**src/rtl/axi_lite_byte_bridge_pkg.sv**
```systemverilog
// axi_lite_byte_bridge shared constants:
// FSM state codes, AXI response codes, aruser peek bit.
package axi_lite_byte_bridge_pkg;

  localparam logic [2:0] ST_IDLE      = 3'd0;
  localparam logic [2:0] ST_WR_BYTE   = 3'd1;
  localparam logic [2:0] ST_WR_RESP   = 3'd2;
  localparam logic [2:0] ST_RD_STROBE = 3'd3;
  localparam logic [2:0] ST_RD_WAIT   = 3'd4;
  localparam logic [2:0] ST_RD_RESP   = 3'd5;

  localparam logic [1:0] RESP_OKAY    = 2'b00;
  localparam logic [1:0] RESP_SLVERR  = 2'b10;

  localparam int         PEEK_BIT     = 0;

endpackage

```
**src/rtl/axi_lite_byte_bridge_byte_lane_picker.sv**
```systemverilog
// Lowest-set-lane priority encoder for the write strobe mask;
// returns the lane index and the mask with that lane cleared.
module byte_lane_picker (
  input  logic [3:0] mask_i,
  output logic [1:0] lane_o,
  output logic [3:0] rest_o
);

  always_comb begin
    lane_o = 2'd0;
    for (int i = 3; i >= 0; i--) begin
      if (mask_i[i]) lane_o = 2'(i);
    end
    rest_o = mask_i & ~(4'b0001 << lane_o);
  end

endmodule

```
**src/rtl/axi_lite_byte_bridge.sv**
```systemverilog
// AXI4-Lite slave to byte-wide register strobe bridge.
// Define BYTE_BRIDGE_DECERR_EN to reject out-of-range addresses with SLVERR.
module axi_lite_byte_bridge
  import axi_lite_byte_bridge_pkg::*;
#(
  parameter int ADDR_WIDTH   = 6,
  parameter int READ_LATENCY = 1
) (
  input  logic                  aclk,
  input  logic                  aresetn,
  input  logic [31:0]           axi_s_awaddr,
  input  logic                  axi_s_awvalid,
  output logic                  axi_s_awready,
  input  logic [31:0]           axi_s_wdata,
  input  logic [3:0]            axi_s_wstrb,
  input  logic                  axi_s_wvalid,
  output logic                  axi_s_wready,
  output logic [1:0]            axi_s_bresp,
  output logic                  axi_s_bvalid,
  input  logic                  axi_s_bready,
  input  logic [31:0]           axi_s_araddr,
  input  logic [3:0]            axi_s_aruser,
  input  logic                  axi_s_arvalid,
  output logic                  axi_s_arready,
  output logic [31:0]           axi_s_rdata,
  output logic [1:0]            axi_s_rresp,
  output logic                  axi_s_rvalid,
  input  logic                  axi_s_rready,
  output logic [ADDR_WIDTH-1:0] reg_adr_o,
  output logic [7:0]            reg_dat_o,
  input  logic [7:0]            reg_dat_i,
  output logic                  reg_we_o,
  output logic                  reg_re_o
);

  logic [2:0]            state_q, state_d;
  logic                  awready_q, awready_d;
  logic                  arready_q, arready_d;
  logic                  rr_rd_q, rr_rd_d;
  logic [ADDR_WIDTH-1:0] adr_q, adr_d;
  logic [31:0]           data_q, data_d;
  logic [3:0]            strb_q, strb_d;
  logic                  err_q, err_d;
  logic [1:0]            cnt_q, cnt_d;
  logic [ADDR_WIDTH-1:0] reg_adr_q, reg_adr_d;
  logic [7:0]            reg_dat_q, reg_dat_d;
  logic                  reg_we_q, reg_we_d;
  logic                  reg_re_q, reg_re_d;
  logic                  bvalid_q, bvalid_d;
  logic [1:0]            bresp_q, bresp_d;
  logic                  rvalid_q, rvalid_d;
  logic [1:0]            rresp_q, rresp_d;
  logic [31:0]           rdata_q, rdata_d;

  logic                  aw_err, ar_err;
  logic                  wr_elig, rd_elig;
  logic                  in_idle, issue, sample;
  logic [3:0]            pick_mask, rest;
  logic [1:0]            lane;
  logic [31:0]           cur_data;
  logic [ADDR_WIDTH-1:0] cur_adr;
  logic                  unused_ok;

`ifdef BYTE_BRIDGE_DECERR_EN
  assign aw_err = |axi_s_awaddr[31:ADDR_WIDTH];
  assign ar_err = |axi_s_araddr[31:ADDR_WIDTH];
`else
  assign aw_err = 1'b0;
  assign ar_err = 1'b0;
`endif

  assign unused_ok = ^{axi_s_awaddr[31:ADDR_WIDTH], axi_s_awaddr[1:0],
                       axi_s_araddr[31:ADDR_WIDTH], axi_s_aruser[3:1]};

  assign wr_elig = axi_s_awvalid && axi_s_wvalid;
  assign rd_elig = axi_s_arvalid;
  assign in_idle = state_q == ST_IDLE;

  // First byte issues straight from the AXI bus on accept.
  assign pick_mask = in_idle ? axi_s_wstrb : strb_q;
  assign cur_data  = in_idle ? axi_s_wdata : data_q;
  assign cur_adr   = in_idle ? axi_s_awaddr[ADDR_WIDTH-1:0] : adr_q;

  byte_lane_picker u_picker (
    .mask_i (pick_mask),
    .lane_o (lane),
    .rest_o (rest)
  );

  always_comb begin
    state_d   = state_q;
    awready_d = 1'b0;
    arready_d = 1'b0;
    rr_rd_d   = rr_rd_q;
    adr_d     = adr_q;
    data_d    = data_q;
    strb_d    = strb_q;
    err_d     = err_q;
    cnt_d     = cnt_q;
    reg_adr_d = reg_adr_q;
    reg_dat_d = reg_dat_q;
    reg_we_d  = 1'b0;
    reg_re_d  = 1'b0;
    bvalid_d  = bvalid_q;
    bresp_d   = bresp_q;
    rvalid_d  = rvalid_q;
    rresp_d   = rresp_q;
    rdata_d   = rdata_q;
    issue     = 1'b0;
    sample    = 1'b0;
    unique case (state_q)
      ST_IDLE: begin
        if (awready_q) begin
          adr_d  = axi_s_awaddr[ADDR_WIDTH-1:0];
          data_d = axi_s_wdata;
          if (aw_err || axi_s_wstrb == 4'h0) begin
            state_d  = ST_WR_RESP;
            bvalid_d = 1'b1;
            bresp_d  = aw_err ? RESP_SLVERR : RESP_OKAY;
          end else begin
            state_d = ST_WR_BYTE;
            issue   = 1'b1;
          end
        end else if (arready_q) begin
          err_d     = ar_err;
          reg_adr_d = axi_s_araddr[ADDR_WIDTH-1:0];
          reg_re_d  = !axi_s_aruser[PEEK_BIT] && !ar_err;
          state_d   = ST_RD_STROBE;
        end else if (wr_elig && !(rr_rd_q && rd_elig)) begin
          awready_d = 1'b1;
          rr_rd_d   = 1'b1;
        end else if (rd_elig) begin
          arready_d = 1'b1;
          rr_rd_d   = 1'b0;
        end
      end
      ST_WR_BYTE: begin
        if (strb_q != 4'h0) begin
          issue = 1'b1;
        end else begin
          state_d  = ST_WR_RESP;
          bvalid_d = 1'b1;
          bresp_d  = RESP_OKAY;
        end
      end
      ST_WR_RESP: begin
        if (axi_s_bready) begin
          bvalid_d = 1'b0;
          state_d  = ST_IDLE;
        end
      end
      ST_RD_STROBE: begin
        if (READ_LATENCY == 0) begin
          sample = 1'b1;
        end else begin
          cnt_d   = 2'(READ_LATENCY - 1);
          state_d = ST_RD_WAIT;
        end
      end
      ST_RD_WAIT: begin
        if (cnt_q == 2'd0) sample = 1'b1;
        else cnt_d = cnt_q - 2'd1;
      end
      ST_RD_RESP: begin
        if (axi_s_rready) begin
          rvalid_d = 1'b0;
          state_d  = ST_IDLE;
        end
      end
      default: state_d = ST_IDLE;
    endcase
    if (issue) begin
      reg_we_d  = 1'b1;
      reg_adr_d = {cur_adr[ADDR_WIDTH-1:2], lane};
      reg_dat_d = cur_data[{lane, 3'b000} +: 8];
      strb_d    = rest;
    end
    if (sample) begin
      rdata_d  = err_q ? 32'h0 : {4{reg_dat_i}};
      rresp_d  = err_q ? RESP_SLVERR : RESP_OKAY;
      rvalid_d = 1'b1;
      state_d  = ST_RD_RESP;
    end
  end

  always_ff @(posedge aclk or negedge aresetn) begin
    if (!aresetn) begin
      state_q   <= ST_IDLE;
      awready_q <= 1'b0;
      arready_q <= 1'b0;
      rr_rd_q   <= 1'b0;
      adr_q     <= '0;
      data_q    <= '0;
      strb_q    <= '0;
      err_q     <= 1'b0;
      cnt_q     <= '0;
      reg_adr_q <= '0;
      reg_dat_q <= '0;
      reg_we_q  <= 1'b0;
      reg_re_q  <= 1'b0;
      bvalid_q  <= 1'b0;
      bresp_q   <= RESP_OKAY;
      rvalid_q  <= 1'b0;
      rresp_q   <= RESP_OKAY;
      rdata_q   <= '0;
    end else begin
      state_q   <= state_d;
      awready_q <= awready_d;
      arready_q <= arready_d;
      rr_rd_q   <= rr_rd_d;
      adr_q     <= adr_d;
      data_q    <= data_d;
      strb_q    <= strb_d;
      err_q     <= err_d;
      cnt_q     <= cnt_d;
      reg_adr_q <= reg_adr_d;
      reg_dat_q <= reg_dat_d;
      reg_we_q  <= reg_we_d;
      reg_re_q  <= reg_re_d;
      bvalid_q  <= bvalid_d;
      bresp_q   <= bresp_d;
      rvalid_q  <= rvalid_d;
      rresp_q   <= rresp_d;
      rdata_q   <= rdata_d;
    end
  end

  assign axi_s_awready = awready_q;
  assign axi_s_wready  = awready_q;
  assign axi_s_arready = arready_q;
  assign axi_s_bvalid  = bvalid_q;
  assign axi_s_bresp   = bresp_q;
  assign axi_s_rvalid  = rvalid_q;
  assign axi_s_rresp   = rresp_q;
  assign axi_s_rdata   = rdata_q;
  assign reg_adr_o     = reg_adr_q;
  assign reg_dat_o     = reg_dat_q;
  assign reg_we_o      = reg_we_q;
  assign reg_re_o      = reg_re_q;

endmodule

```
**config.mk**
```make
export PLATFORM = sky130hd
export DESIGN_NAME = axi_lite_byte_bridge
export DESIGN_NICKNAME = d
export VERILOG_FILES = /design/src/rtl/axi_lite_byte_bridge_pkg.sv /design/src/rtl/axi_lite_byte_bridge_byte_lane_picker.sv /design/src/rtl/axi_lite_byte_bridge.sv
export SDC_FILE = /design/constraint.sdc
export NUM_CORES = 1
export LEC_CHECK = 0
export BUFFER_PORTS_ARGS = -buffer_cell sky130_fd_sc_hd__buf_2
export CORE_MARGIN = 5
export CORE_UTILIZATION = 40
export DETAILED_ROUTE_END_ITERATION = 12
export GPL_ROUTABILITY_DRIVEN = 0
export GPL_TIMING_DRIVEN = 0
export PLACE_DENSITY_LB_ADDON = 0.05
export SLEW_MARGIN = 20
export SYNTH_ARGS = -nofsm -noshare
export SYNTH_HDL_FRONTEND = slang
export SYNTH_HIERARCHICAL = 1
export SYNTH_SLANG_ARGS = --single-unit
```
**constraint.sdc**
```tcl
create_clock -name aclk -period 4 [get_ports aclk]
set_input_delay 0.6 -clock aclk [delete_from_list [all_inputs] [get_ports aclk]]
set_output_delay 0.6 -clock aclk [all_outputs]
set_load 0.05 [all_outputs]
```
**Word-level counts from Yosys, hierarchy flattened**

Index checks and enable logic that the tools add are counted.

- Word-level logic and storage cells: 118
- Register bits after elaboration: 102

- $add $sub $neg: 1
- Reduce and logical (&&, ||, !) cells: 25
- Equality and inequality tests: 16
- Shift operators: 2
- Bitwise logic cells: 4
- Multiplexer cells: 54

Operators by type and width:

| cell | count |
|---|---|
| 32-bit two-way mux | 1 |
| 32-bit by 6-bit indexed part select with 8-bit output | 1 |
| 6-bit two-way mux | 5 |
| 1-bit two-way mux | 27 |
| 2-bit two-way mux | 9 |
| 3-bit two-way mux | 6 |
| 3-bit one-hot mux with 6 select lines | 1 |
| 2-bit nonzero test | 7 |
| 2-bit != test (second input constant) | 5 |
| 5-bit AND reduction | 2 |
| 3-bit != test (second input constant) | 3 |
| 2-bit one-hot mux with 2 select lines | 2 |
| 4-bit AND reduction | 2 |
| 3-bit by 2-bit equality test with 1-bit output (second input constant) | 2 |
| 3-bit equality test (second input constant) | 2 |
| 2-bit AND reduction | 3 |
| 4-bit bitwise AND | 1 |
| 4-bit zero test | 1 |
| 4-bit two-way mux | 1 |
| 2-bit by 1-bit != test with 1-bit output (second input constant) | 2 |
| 4-bit by 3-bit != test with 1-bit output (second input constant) | 1 |
| 4-bit inverter | 1 |
| 4-bit nonzero test | 1 |
| 1-bit by 2-bit left shift with 4-bit output (first input constant) | 1 |
| 11 further kinds | 15 |

**Depth between registers and ports, before layout**

Gate-level depths: netlist (run 1).

- Depth after elaboration: 9
- Gate-level depth with buffers: 14
- Depth with buffers taken out: 8

**Cells and area by module**

Netlist (run 1), hierarchy kept.

Modules (own cells, without submodules):

| module | area each (um^2) | times used | cells each |
|---|---|---|---|
| axi_lite_byte_bridge | 3,778.6 | 1 | 295 |
| byte_lane_picker | 58.8 | 1 | 10 |

**Least setup slack after synthesis (run 1)**

No wires, ideal clock.

- Path kind: reg-to-reg
- From: register state_q[1]
- To: register reg_dat_q[2], in the netlist reg_dat_o[2]
- Arrival time: 2.706 ns
- Library setup time: 0.123 ns
- Slack: 1.172 ns
- Cell stages (with the launch flop): 15
- Path through: dfrtp_1 buf_6 nor3_1 buf_4 buf_6 buf_6 nand2_1 nand2_1 nand2b_1 a21oi_1 clkbuf_1 clkbuf_1 mux4_2 mux2i_1 a21oi_1

- Cells in the longest elaborated chain, start to end: 7
- Elaborated cells between the ends (all ways): 10

RTL lines:

| what | line | source |
|---|---|---|
| start: declaration | axi_lite_byte_bridge.sv:36 | `logic [2:0] state_q, state_d;` |
| start signal: assignment | axi_lite_byte_bridge.sv:207 | `state_q <= state_d;` |
| 3-bit zero test | axi_lite_byte_bridge.sv:77 | `assign in_idle = state_q == ST_IDLE;` |
| 4-bit two-way mux | axi_lite_byte_bridge.sv:80 | `assign pick_mask = in_idle ? axi_s_wstrb : strb_q;` |
| named net pick_mask[3] | axi_lite_byte_bridge.sv:58 | `logic [3:0] pick_mask, rest;` |
| 2-bit two-way mux (4 in series) | axi_lite_byte_bridge_byte_lane_picker.sv:12 | `if (mask_i[i]) lane_o = 2'(i);` |
| named net lane[0] | axi_lite_byte_bridge.sv:59 | `logic [1:0] lane;` |
| 32-bit by 6-bit indexed part select with 8-bit output | axi_lite_byte_bridge.sv:175 | `reg_dat_d = cur_data[{lane, 3'b000} +: 8];` |
| end signal: assignment | axi_lite_byte_bridge.sv:217 | `reg_dat_q <= reg_dat_d;` |
| end: declaration | axi_lite_byte_bridge.sv:46 | `logic [7:0] reg_dat_q, reg_dat_d;` |

The timed path passes the listed nets, and every way through them passes these cells.
A chain may end at the register's enable or synchronous reset.

**Final worst setup path (run 1)**

- From: register state_q[1]
- To: register reg_dat_q[5], in the netlist reg_dat_o[5]

The elaborated chain is that of the path after synthesis.

==> load_flow_metrics.sql, run 1 <==
INSERT INTO impl_metrics (metric_group, metric, value, unit) VALUES
('outcome', 'run_status', 'complete, no violations', ''),
('clock_network', 'cts.root.buffer_cell', 'sky130_fd_sc_hd__clkbuf_8', ''),
('final_layout', 'antenna-diode-count', '0', ''),
('placed_design', 'io_buffers', '114', ''),
('floorplanning', 'core_region_area', '0.009284', 'mm^2'),
('logic_synthesis', 'post-synth-top-area-fraction', '48.26', '%'),
('critical_path', 'critical_path.endpoint_type', 'register', ''),
('sta', 'setup_repair_after_global_routing_missed_its_margin', 'no', ''),
('clock_network', 'cts_buffer_depth', '2', ''),
('floorplanning', 'die-area', '0.01165', 'mm^2'),
('power_and_ir_drop', 'p_sw_share', '45.60', '%'),
('power_and_ir_drop', 'proportion_of_power_drawn_by_the_clock_network', '14.6', '%'),
('floorplanning', 'die-height', '107.9', 'um'),
('route', 'wl', '8843', 'um'),
('floorplanning', 'effective_utilization_at_floorplan', '41.33', '%'),
('route', 'wire_per_inst', '15.60', 'um'),
('clock_network', 'clock_tree_from_tritoncts', 'yes', ''),
('sta', 'setup_viol', '0', ''),
('power_and_ir_drop', 'ir_worst_vdd', '0.4241', 'mV'),
('critical_path', 'startpoint_type', 'register', ''),
('route', 'route.vias.total', '2767', ''),
('sta', 'final.period_utilization', '85.75', '%'),
('critical_path', 'worstSetupPathType', 'reg -> reg', ''),
('job', 'max_cap_viol', '0', ''),
('sta', 'timing.final.hold_violations', '0', ''),
('sta', 'tns', '0', 'ns'),
('route', 'drt_iter0_markers', '68', ''),
('power_and_ir_drop', 'p_total', '4.779', 'mW'),
('global_routing', 'grt_overflow', '0', ''),
('power_and_ir_drop', 'pwr_density_cell', '986.9', 'mW/mm^2'),
('floorplanning', 'rows', '35', ''),
('critical_path', 'timing.reg2reg.setup_slack', '0.57', 'ns'),
('logic_synthesis', 'ys_async_sr_fraction', '100.0', '%'),
('critical_path', 'worst-endpoint-required', '4.24', 'ns'),
('final_layout', 'nets', '554', ''),
('logic_synthesis', 'synth_cell_types', '43', ''),
('route', 'remaining_drc_errors', '0', ''),
('sta', 'number_of_pins_with_negative_max_slew_slack_in_the_final_report', '0', ''),
('logic_synthesis', 'synth_edf_count', '0', ''),
('clock_network', 'cts-buffers-inserted', '9', ''),
('sta', 'fmax', '291.5', 'MHz'),
('sta', 'timing.final.crit_period', '3.430', 'ns'),
('route', 'post_drt_via_cell_ratio', '4.880', ''),
('logic_synthesis', 'synth_commonest_cells', 'sky130_fd_sc_hd__dfrtp_1 (74), sky130_fd_sc_hd__buf_4 (32), sky130_fd_sc_hd__mux2_1 (26), sky130_fd_sc_hd__mux2_2 (22)', ''),
('floorplanning', 'top_level_ports', '176', ''),
('global_routing', 'antenna_found_initial', '0', ''),
('logic_synthesis', 'synth.cell_area', '0.003837', 'mm^2'),
('sta', 'transition_time_of_the_tightest_slew_check_pin', '0.6614', 'ns'),
('power_and_ir_drop', 'internal_power', '2.599', 'mW'),
('route', 'ant_nets', '0', ''),
('logic_synthesis', 'synth_top_cells_by_area', 'sky130_fd_sc_hd__dfrtp_1 (48%), sky130_fd_sc_hd__mux4_2 (9.4%), sky130_fd_sc_hd__mux2_1 (7.6%)', ''),
('logic_synthesis', 'yosysWarnings', '6', ''),
('logic_synthesis', 'syn-mean-instance-area', '12.58', 'um^2'),
('logic_synthesis', 'synthMostInstantiatedCell', 'sky130_fd_sc_hd__dfrtp_1', ''),
('power_and_ir_drop', 'cellLeakagePower', '2.282', 'nW'),
('hold_path', 'worst_hold_path_type', 'in -> async', ''),
('logic_synthesis', 'synth.largest_area_cell', 'sky130_fd_sc_hd__dfrtp_1', ''),
('global_routing', 'first_global_vias', '2725', ''),
('clock_network', 'postCtsResizedCells', '0', ''),
('placed_design', 'hpwlAfterDp', '6616', 'um'),
('clock_network', 'clkTransAtPathRegs', '0.08', 'ns'),
('clock_network', 'clock-sinks', '74', ''),
('clock_network', 'cts_hold_buf', '0', ''),
('sta', 'relSlewSlack', '55.90', '%'),
('clock_network', 'post_cts_buffers', '0', ''),
('logic_synthesis', 'yosys_register_bits', '74', ''),
('power_and_ir_drop', 'p_comb_share', '58.3', '%'),
('critical_path', 'crit_fanout', '10', ''),
('final_layout', 'layout.filler_cells', '866', ''),
('global_routing', 'grt_pass1_wl', '13950', 'um'),
('clock_network', 'cts.htree.levels', '3', '');
sequential cells by signal, summed over array words and instances (netlist names):
register       count
adr_q              4
axi_s_arready      1
axi_s_awready      1
axi_s_bvalid       1
axi_s_rdata        8
axi_s_rvalid       1
cnt_q              2
data_q            32
reg_adr_o          6
reg_dat_o          8
reg_re_o           1
reg_we_o           1
rr_rd_q            1
state_q            3
strb_q             4
power by group through the flow:
stage	clock, mW	combinational (mW)	sequential, mW
after global placement	0	2.78	1.30
after detailed placement	0	2.81	1.32
final	0.697	2.78	1.30
after floorplan	0	1.82	1.71
after global routing	0.753	2.99	1.35
after CTS	0.716	2.82	1.30
routing by layer:
layer	vias up	global-route usage (%)	wire length, um
met5	-	0	0
met4	0	4.328	57
met3	4	4.239	535
met2	80	24.91	4234
met1	1362	20.71	4015
li1	1321	-	-
cells in the final DEF, fill, tap and decap left out, drive strengths merged, types with 2 or more instances in the layout:
| cell | n |
|---|---|
| a221o | 2 |
| a21oi | 14 |
| clkinv | 2 |
| mux2 | 48 |
| mux4 | 16 |
| o21ai | 4 |
| nand2 | 20 |
| buf | 158 |
| nor2 | 16 |
| conb | 5 |
| clkbuf | 15 |
| inv | 5 |
| nand2b | 4 |
| nand3 | 3 |
| dfrtp | 74 |
| bufinv | 3 |
| nor3 | 3 |
| mux2i | 20 |
| nor3b | 4 |
layout make-up:
class,instances,share of cell area (%)
Buffer,48,6.977
Clock buffer,10,2.636
Clock inverter,5,2.145
Inverter,5,0.3876
Multi-Input combinational cell,181,33.88
Sequential cell,74,38.24
Tap cell,129,3.333
Timing Repair Buffer,115,12.40
critical path: stages (launching register included):
cell and delay, ns:
sky130_fd_sc_hd__dfrtp_1 0.39, sky130_fd_sc_hd__buf_6 0.14, sky130_fd_sc_hd__nor3_1 0.18, sky130_fd_sc_hd__buf_4 0.26, sky130_fd_sc_hd__buf_6 0.22, sky130_fd_sc_hd__buf_6 0.17
sky130_fd_sc_hd__nand2_1 0.06, sky130_fd_sc_hd__nand2_1 0.10, sky130_fd_sc_hd__nand2b_1 0.07, sky130_fd_sc_hd__a21oi_1 0.13, sky130_fd_sc_hd__clkbuf_1 0.42, sky130_fd_sc_hd__clkbuf_1 0.51
sky130_fd_sc_hd__mux4_2 0.42, sky130_fd_sc_hd__mux2i_1 0.14, sky130_fd_sc_hd__a21oi_1 0.08
worst max-delay path by stage:
stage                                      start                  endpoint
after floorplan           state_q[1]$_DFFE_PN0P_  reg_dat_o[2]$_DFFE_PN0P_
after global placement    state_q[1]$_DFFE_PN0P_  reg_dat_o[1]$_DFFE_PN0P_
after detailed placement  state_q[1]$_DFFE_PN0P_  reg_dat_o[5]$_DFFE_PN0P_
after CTS                 state_q[1]$_DFFE_PN0P_  reg_dat_o[6]$_DFFE_PN0P_
after global routing      state_q[1]$_DFFE_PN0P_  reg_dat_o[1]$_DFFE_PN0P_
final                     state_q[1]$_DFFE_PN0P_  reg_dat_o[5]$_DFFE_PN0P_
stage by stage:
step	cells	setup slack, ns	hold slack, ns	util (%)	area [um^2]
finish	567	0.5698	0.1900	52.16	4842
global route	567	0.1903	0.2029	52.16	4842
CTS	567	0.4830	0.1970	52.16	4842
detailed placement	552	0.4901	0.4754	49.66	4611
global placement	551	0.4578	0.4678	49.34	4581
floorplan	308	1.172	0.3044	-	3849
kinds of logic after synthesis:
group / count (synthesis) / synth area share, %
and+or+nand+nor: 61 / 7.891
AOI/OAI and AO/OA: 30 / 5.348
adders and majority gates: 1 / 0.3260
DFF: 74 / 48.26
other: 2 / 0.1957
buffers and inverters: 53 / 9.292
muxes: 84 / 28.69
Power figures use the tool's default switching activity.
==> inputs of run 2 (changes only) <==
--- a/config.mk
+++ b/config.mk
@@ -7,7 +7,7 @@
 export LEC_CHECK = 0
 export BUFFER_PORTS_ARGS = -buffer_cell sky130_fd_sc_hd__buf_2
 export CORE_MARGIN = 5
-export CORE_UTILIZATION = 40
+export CORE_UTILIZATION = 35
 export DETAILED_ROUTE_END_ITERATION = 12
 export GPL_ROUTABILITY_DRIVEN = 0
 export GPL_TIMING_DRIVEN = 0
==> run 2 against run 1 <==
Register-to-register slack better by 0.04 ns. Sequential power hardly changed. Largest power group unchanged. Non-clock buffer count stayed put.
==> load_flow_metrics.sql, run 2 (synthesis gave the netlist of run 1 again) <==
INSERT INTO impl_metrics (metric_group, metric, value, unit) VALUES
('global_routing', 'first_global_vias', '2850', ''),
('global_routing', 'antenna_found_initial', '0', ''),
('clock_network', 'postCtsResizedCells', '0', ''),
('critical_path', 'crit_top_cell', 'sky130_fd_sc_hd__buf_6', ''),
('clock_network', 'cts_hold_buf', '0', ''),
('critical_path', 'critical-path-top-delay-family', 'buffers and inverters', ''),
('clock_network', 'worstSkewPairLatency', '0.34', 'ns'),
('placed_design', 'io_buffers', '114', ''),
('critical_path', 'critical_path.endpoint_type', 'register', ''),
('critical_path', 'cpMaxStageDelayCell', 'sky130_fd_sc_hd__clkbuf_1', ''),
('sta', 'final.setup.worst_slack', '0.6131', 'ns'),
('critical_path', 'crit_path_max_incr_delay', '0.45', 'ns'),
('power_and_ir_drop', 'ir_worst_vdd', '0.5213', 'mV'),
('final_layout', 'layout.filler_cells', '1037', ''),
('critical_path', 'path_buf_inv', '6', ''),
('floorplanning', 'die-height', '114.7', 'um'),
('final_layout', 'antenna-diode-count', '0', ''),
('job', 'max_cap_viol', '0', ''),
('clock_network', 'clock_tree_from_tritoncts', 'yes', ''),
('global_routing', 'grt_overflow', '0', ''),
('clock_network', 'cts_buffer_depth', '2', ''),
('final_layout', 'largest_register', 'data_q', ''),
('critical_path', 'worstSetupPathType', 'reg -> reg', ''),
('hold_path', 'worst_hold_path_type', 'in -> async', ''),
('outcome', 'run_status', 'complete, no violations', ''),
('global_routing', 'grt_pass1_wl', '14920', 'um'),
('sta', 'tns', '0', 'ns'),
('floorplanning', 'effective_utilization_at_floorplan', '35.56', '%'),
('clock_network', 'cts.root.buffer_cell', 'sky130_fd_sc_hd__clkbuf_8', ''),
('clock_network', 'clock-sinks', '74', ''),
('final_layout', 'nets', '554', ''),
('placed_design', 'hpwlAfterDp', '6671', 'um'),
('power_and_ir_drop', 'pwr_density_cell', '974.5', 'mW/mm^2'),
('floorplanning', 'top_level_ports', '176', ''),
('sta', 'relSlewSlack', '45.98', '%'),
('sta', 'timing.final.crit_period', '3.387', 'ns'),
('final_layout', 'largest_register_ff_count', '32', ''),
('sta', 'setup_repair_after_global_routing_missed_its_margin', 'no', ''),
('clock_network', 'cts-buffers-inserted', '9', ''),
('sta', 'final.period_utilization', '84.67', '%'),
('route', 'ant_nets', '0', ''),
('clock_network', 'cts.htree.levels', '3', ''),
('clock_network', 'clkTransAtPathRegs', '0.08', 'ns'),
('sta', 'fmax', '295.3', 'MHz'),
('route', 'remaining_drc_errors', '0', ''),
('floorplanning', 'core_region_area', '0.01079', 'mm^2'),
('critical_path', 'crit_path_cell_trace', 'buf_6 -> nor3_1 -> buf_4 -> buf_6 -> buf_6 -> nand2_1 -> nand2_1 -> nand2b_1 -> a21oi_1 -> clkbuf_1 -> clkbuf_2 -> mux4_2 -> mux2i_1 -> a21oi_1', ''),
('final_layout', 'synthToLayoutAreaGrowth', '26.05', '%'),
('route', 'wl', '8977', 'um'),
('route', 'dr.pass1.iters', '4', ''),
('final_layout', 'drive_gt1_share', '48.97', '%'),
('power_and_ir_drop', 'cellLeakagePower', '2.275', 'nW'),
('route', 'drt_iter0_markers', '47', ''),
('global_routing', 'global_route.usage.total', '14.61', '%'),
('sta', 'number_of_pins_with_negative_max_slew_slack_in_the_final_report', '0', ''),
('global_routing', 'maximum_number_of_pins_on_one_net_before_global_route_repair', '42', ''),
('final_layout', 'most_common_library_cell_in_the_layout_ignoring_fill_and_taps', 'sky130_fd_sc_hd__buf_2', ''),
('floorplanning', 'die_w', '114.7', 'um'),
('route', 'post_drt_via_cell_ratio', '4.717', ''),
('placed_design', 'dpl_worst_slack', '0.3004', 'ns'),
('final_layout', 'layout.cells.most_common_list', 'sky130_fd_sc_hd__buf_2 (119), sky130_fd_sc_hd__dfrtp_1 (74), sky130_fd_sc_hd__buf_4 (33)', ''),
('route', 'route.vias.total', '2731', ''),
('floorplanning', 'rows', '38', ''),
('critical_path', 'worst-endpoint-required', '4.22', 'ns'),
('clock_network', 'post_cts_buffers', '0', ''),
('sta', 'transition_time_of_the_tightest_slew_check_pin', '0.8103', 'ns'),
('sta', 'clock-skew-final', '0.007243', 'ns'),
('critical_path', 'startpoint_type', 'register', ''),
('floorplanning', 'die-area', '0.01316', 'mm^2'),
('sta', 'timing.final.hold_violations', '0', ''),
('critical_path', 'crit_fanout', '10', ''),
('route', 'wire_per_inst', '15.50', 'um'),
('critical_path', 'cp.arrival', '3.61', 'ns'),
('sta', 'setup_viol', '0', '');
run 2: changes by cell type in the layout (fill, tap and decap cells not counted), sizes merged:
cell      change
clkinvlp      +1
clkbuf        +1
bufinv        -1
run 2: final cells by class:
class | instances | area (um^2) | share of cell area, %
well taps | 140 | 175.2 | 3.621
plain buffers | 48 | 339.1 | 7.010
inverters | 5 | 18.77 | 0.3880
multi-input cells | 181 | 1640 | 33.91
repair buffers | 115 | 593.1 | 12.26
flip-flops and latches | 74 | 1852 | 38.28
clock buffers | 11 | 141.4 | 2.923
clock inverters | 5 | 77.57 | 1.604
run 2: metal layers:
layer	vias to the layer above	wire length, um	global-route usage, %
met5	-	0	0
met4	0	68	3.286
met3	5	486	3.753
met2	61	4404	24.99
met1	1345	4018	18.70
li1	1320	-	-
run 2: worst paths after layout:
path,slack (ns),end,start,depth (start not counted)
max,0.61,reg_dat_o[7]$_DFFE_PN0P_,state_q[1]$_DFFE_PN0P_,14
min,0.24,axi_s_rdata[26]$_DFFE_PN0P_,aresetn,1
max reg2reg,0.61,reg_dat_o[7]$_DFFE_PN0P_,state_q[1]$_DFFE_PN0P_,14
min reg2reg,0.49,data_q[26]$_DFFE_PN0P_,data_q[26]$_DFFE_PN0P_,1
max in group asynchronous,3.17,data_q[5]$_DFFE_PN0P_,aresetn,2
min in group aclk,0.41,reg_re_o$_DFF_PN0_,axi_s_aruser[0],2
run 2: through the flow:
stage / power, mW / instances / instance area, um^2 / hold WS [ns] / util, %
final: 4.714 / 579 / 4837 / 0.2450 / 44.82
after global placement: 4.091 / 562 / 4594 / 0.4676 / 42.57
after floorplan: 3.526 / 308 / 3849 / 0.3044 / -
after global routing: 5.047 / 579 / 4837 / 0.2497 / 44.82
after detailed placement: 4.135 / 563 / 4617 / 0.4755 / 42.78
after CTS: 4.792 / 579 / 4836 / 0.2481 / 44.81
run 2: report_power, final:
part	total (mW)	internal, mW	switching (mW)
sequential	1.29	1.10	0.197
combinational	2.78	1.09	1.69
clock	0.638	0.367	0.271
==> inputs of run 3 (changes only) <==
==> constraint.sdc (replaced) <==
create_clock -name aclk -period 3.3 [get_ports aclk]
set_input_delay 0.495 -clock aclk [delete_from_list [all_inputs] [get_ports aclk]]
set_output_delay 0.495 -clock aclk [all_outputs]
set_load 0.05 [all_outputs]
==> run 3 against run 2 <==
Hold slack worse by 0.11 ns. Wire length grew 0.37%. Power grew 22%. Largest power group unchanged. Via count decreased by 0.44%. Largest cell class unchanged. Fmax increased by 18%. Critical path type unchanged. Sequential share of layout area shrank 0.22 points. Final cell count increased by 0.35%.
==> load_flow_metrics.sql, run 3 (synthesis gave the netlist of run 1 again) <==
INSERT INTO impl_metrics (metric_group, metric, value, unit) VALUES
('critical_path', 'crit_path_cell_trace', 'buf_6 -> nor3_1 -> clkbuf_8 -> buf_6 -> buf_6 -> nand2_1 -> nand2_1 -> nand2b_1 -> a21oi_1 -> clkbuf_4 -> buf_4 -> mux4_2 -> mux2i_1 -> a21oi_1', ''),
('floorplanning', 'die_w', '114.7', 'um'),
('final_layout', 'largest_register_ff_count', '32', ''),
('global_routing', 'global_route.usage.total', '14.61', '%'),
('critical_path', 'startpoint_type', 'register', ''),
('floorplanning', 'die-height', '114.7', 'um'),
('final_layout', 'drive_gt1_share', '49.43', '%'),
('sta', 'worst_hold_slack', '0.1386', 'ns'),
('final_layout', 'largest_register', 'data_q', ''),
('clock_network', 'cts-buffers-inserted', '9', ''),
('sta', 'clock-skew-final', '0.006653', 'ns'),
('critical_path', 'crit_top_cell', 'sky130_fd_sc_hd__buf_6', ''),
('power_and_ir_drop', 'p_total', '5.754', 'mW'),
('route', 'route.vias.total', '2719', ''),
('final_layout', 'layout.cells.most_common_list', 'sky130_fd_sc_hd__buf_2 (119), sky130_fd_sc_hd__dfrtp_1 (74), sky130_fd_sc_hd__buf_4 (35)', ''),
('global_routing', 'grt_overflow', '0', ''),
('route', 'wl', '9010', 'um'),
('floorplanning', 'effective_utilization_at_floorplan', '35.56', '%'),
('sta', 'relSlewSlack', '44.67', '%'),
('route', 'remaining_drc_errors', '0', ''),
('job', 'max_cap_viol', '0', ''),
('outcome', 'run_status', 'complete, no violations', ''),
('power_and_ir_drop', 'cellLeakagePower', '2.292', 'nW'),
('critical_path', 'worst-endpoint-required', '3.52', 'ns'),
('clock_network', 'cts.htree.levels', '3', ''),
('route', 'wire_per_inst', '15.51', 'um'),
('critical_path', 'worstSetupPathType', 'reg -> reg', ''),
('critical_path', 'crit_path_max_incr_delay', '0.39', 'ns'),
('critical_path', 'cpMaxStageDelayCell', 'sky130_fd_sc_hd__dfrtp_1', ''),
('sta', 'setup_repair_after_global_routing_missed_its_margin', 'no', ''),
('sta', 'number_of_pins_with_negative_max_slew_slack_in_the_final_report', '0', ''),
('clock_network', 'clkTransAtPathRegs', '0.08', 'ns'),
('placed_design', 'io_buffers', '114', ''),
('route', 'dr.pass1.iters', '4', ''),
('power_and_ir_drop', 'pwr_density_cell', '1183', 'mW/mm^2'),
('sta', 'transition_time_of_the_tightest_slew_check_pin', '0.8299', 'ns'),
('sta', 'setup_viol', '0', ''),
('clock_network', 'cts_buffer_depth', '2', ''),
('final_layout', 'antenna-diode-count', '0', ''),
('critical_path', 'critical_path.endpoint_type', 'register', ''),
('floorplanning', 'die-area', '0.01316', 'mm^2'),
('clock_network', 'clock-sinks', '74', ''),
('global_routing', 'maximum_number_of_pins_on_one_net_before_global_route_repair', '42', ''),
('sta', 'tns', '0', 'ns'),
('clock_network', 'clock_tree_from_tritoncts', 'yes', ''),
('route', 'drt_iter0_markers', '43', ''),
('clock_network', 'cts.root.buffer_cell', 'sky130_fd_sc_hd__clkbuf_8', ''),
('critical_path', 'cp.arrival', '3.09', 'ns'),
('placed_design', 'hpwlAfterDp', '6671', 'um'),
('clock_network', 'worstSkewPairLatency', '0.34', 'ns'),
('global_routing', 'antenna_found_initial', '0', ''),
('critical_path', 'critical-path-top-delay-family', 'buffers and inverters', ''),
('power_and_ir_drop', 'ir_worst_vdd', '0.6318', 'mV'),
('sta', 'final.period_utilization', '86.91', '%'),
('floorplanning', 'top_level_ports', '176', ''),
('sta', 'final.setup.worst_slack', '0.4319', 'ns'),
('route', 'ant_nets', '0', ''),
('placed_design', 'dpl_worst_slack', '-0.3996', 'ns'),
('global_routing', 'grt_pass1_wl', '14920', 'um'),
('final_layout', 'synthToLayoutAreaGrowth', '26.77', '%'),
('global_routing', 'first_global_vias', '2850', ''),
('final_layout', 'nets', '556', ''),
('critical_path', 'crit_fanout', '10', ''),
('clock_network', 'cts_hold_buf', '0', ''),
('route', 'post_drt_via_cell_ratio', '4.680', ''),
('final_layout', 'postLayoutCoreUtil', '45.07', '%'),
('floorplanning', 'core_region_area', '0.01079', 'mm^2'),
('critical_path', 'path_buf_inv', '6', ''),
('sta', 'timing.final.crit_period', '2.868', 'ns'),
('sta', 'timing.final.hold_violations', '0', ''),
('floorplanning', 'rows', '38', ''),
('final_layout', 'most_common_library_cell_in_the_layout_ignoring_fill_and_taps', 'sky130_fd_sc_hd__buf_2', ''),
('hold_path', 'worst_hold_path_type', 'in -> async', ''),
('sta', 'fmax', '348.7', 'MHz');
## run 3: cell types whose count changed in the layout (fill, tap and decap cells not counted)
cell,before,now
sky130_fd_sc_hd__clkbuf_2,1,0
sky130_fd_sc_hd__clkbuf_1,5,4
sky130_fd_sc_hd__buf_4,33,35
sky130_fd_sc_hd__clkbuf_4,0,1
sky130_fd_sc_hd__clkbuf_8,10,11
## run 3: what timing repair did
action,in CTS,in global routing
endpoints found under the hold margin,0,0
cloned,0,0
setup endpoints to repair,8,8
buffers inserted,0,2
resized for setup,2,7
## run 3: metal layers
metal  wire [um]  track usage, %  vias up
li1            -               -     1325
met4          44           3.286        0
met5           0               0        -
met1        4110           18.70     1335
met3         414           3.753        2
met2        4441           24.99       57
## run 3: worst paths after layout
path | from | end | slack [ns] | depth (start not counted)
worst max-delay path | state_q[1]$_DFFE_PN0P_ | reg_dat_o[7]$_DFFE_PN0P_ | 0.43 | 14
worst min-delay path | aresetn | axi_s_rdata[26]$_DFFE_PN0P_ | 0.14 | 1
worst max register to register | state_q[1]$_DFFE_PN0P_ | reg_dat_o[7]$_DFFE_PN0P_ | 0.43 | 14
worst min register to register | data_q[26]$_DFFE_PN0P_ | data_q[26]$_DFFE_PN0P_ | 0.49 | 1
max in group asynchronous | aresetn | data_q[5]$_DFFE_PN0P_ | 2.57 | 2
min in group aclk | axi_s_aruser[0] | reg_re_o$_DFF_PN0_ | 0.30 | 2
## run 3: through the flow
step                      std cells  area [um^2]
after global routing            581         4865
after detailed placement        563         4617
after floorplan                 308         3849
final                           581         4865
after CTS                       579         4838
after global placement          562         4594
## run 3: worst reg2reg max path: stages (launching register included)
cell and delay (ns):
sky130_fd_sc_hd__dfrtp_1 0.39, sky130_fd_sc_hd__buf_6 0.14, sky130_fd_sc_hd__nor3_1 0.24, sky130_fd_sc_hd__clkbuf_8 0.19, sky130_fd_sc_hd__buf_6 0.18, sky130_fd_sc_hd__buf_6 0.19, sky130_fd_sc_hd__nand2_1 0.07, sky130_fd_sc_hd__nand2_1 0.10
sky130_fd_sc_hd__nand2b_1 0.07, sky130_fd_sc_hd__a21oi_1 0.13, sky130_fd_sc_hd__clkbuf_4 0.23, sky130_fd_sc_hd__buf_4 0.23, sky130_fd_sc_hd__mux4_2 0.32, sky130_fd_sc_hd__mux2i_1 0.18, sky130_fd_sc_hd__a21oi_1 0.10
## run 3: where the power goes
| group | leakage (nW) | total (mW) | switching, mW | internal (mW) |
|---|---|---|---|---|
| clock | 0.109 | 0.774 | 0.330 | 0.444 |
| sequential | 0.880 | 1.57 | 0.238 | 1.33 |
| combinational | 1.30 | 3.41 | 2.06 | 1.36 |
| total | 2.29 | 5.75 | 2.62 | 3.13 |
## run 3: area by class of cell
| class | instances | area, um^2 |
|---|---|---|
| plain buffers | 48 | 351.6 |
| clock buffers | 11 | 141.4 |
| clock inverters | 5 | 77.57 |
| fillers | 1039 | 5928 |
| inverters | 5 | 18.77 |
| multi-input cells | 181 | 1640 |
| flip-flops and latches | 74 | 1852 |
| well taps | 140 | 175.2 |
| repair buffers | 117 | 608.1 |
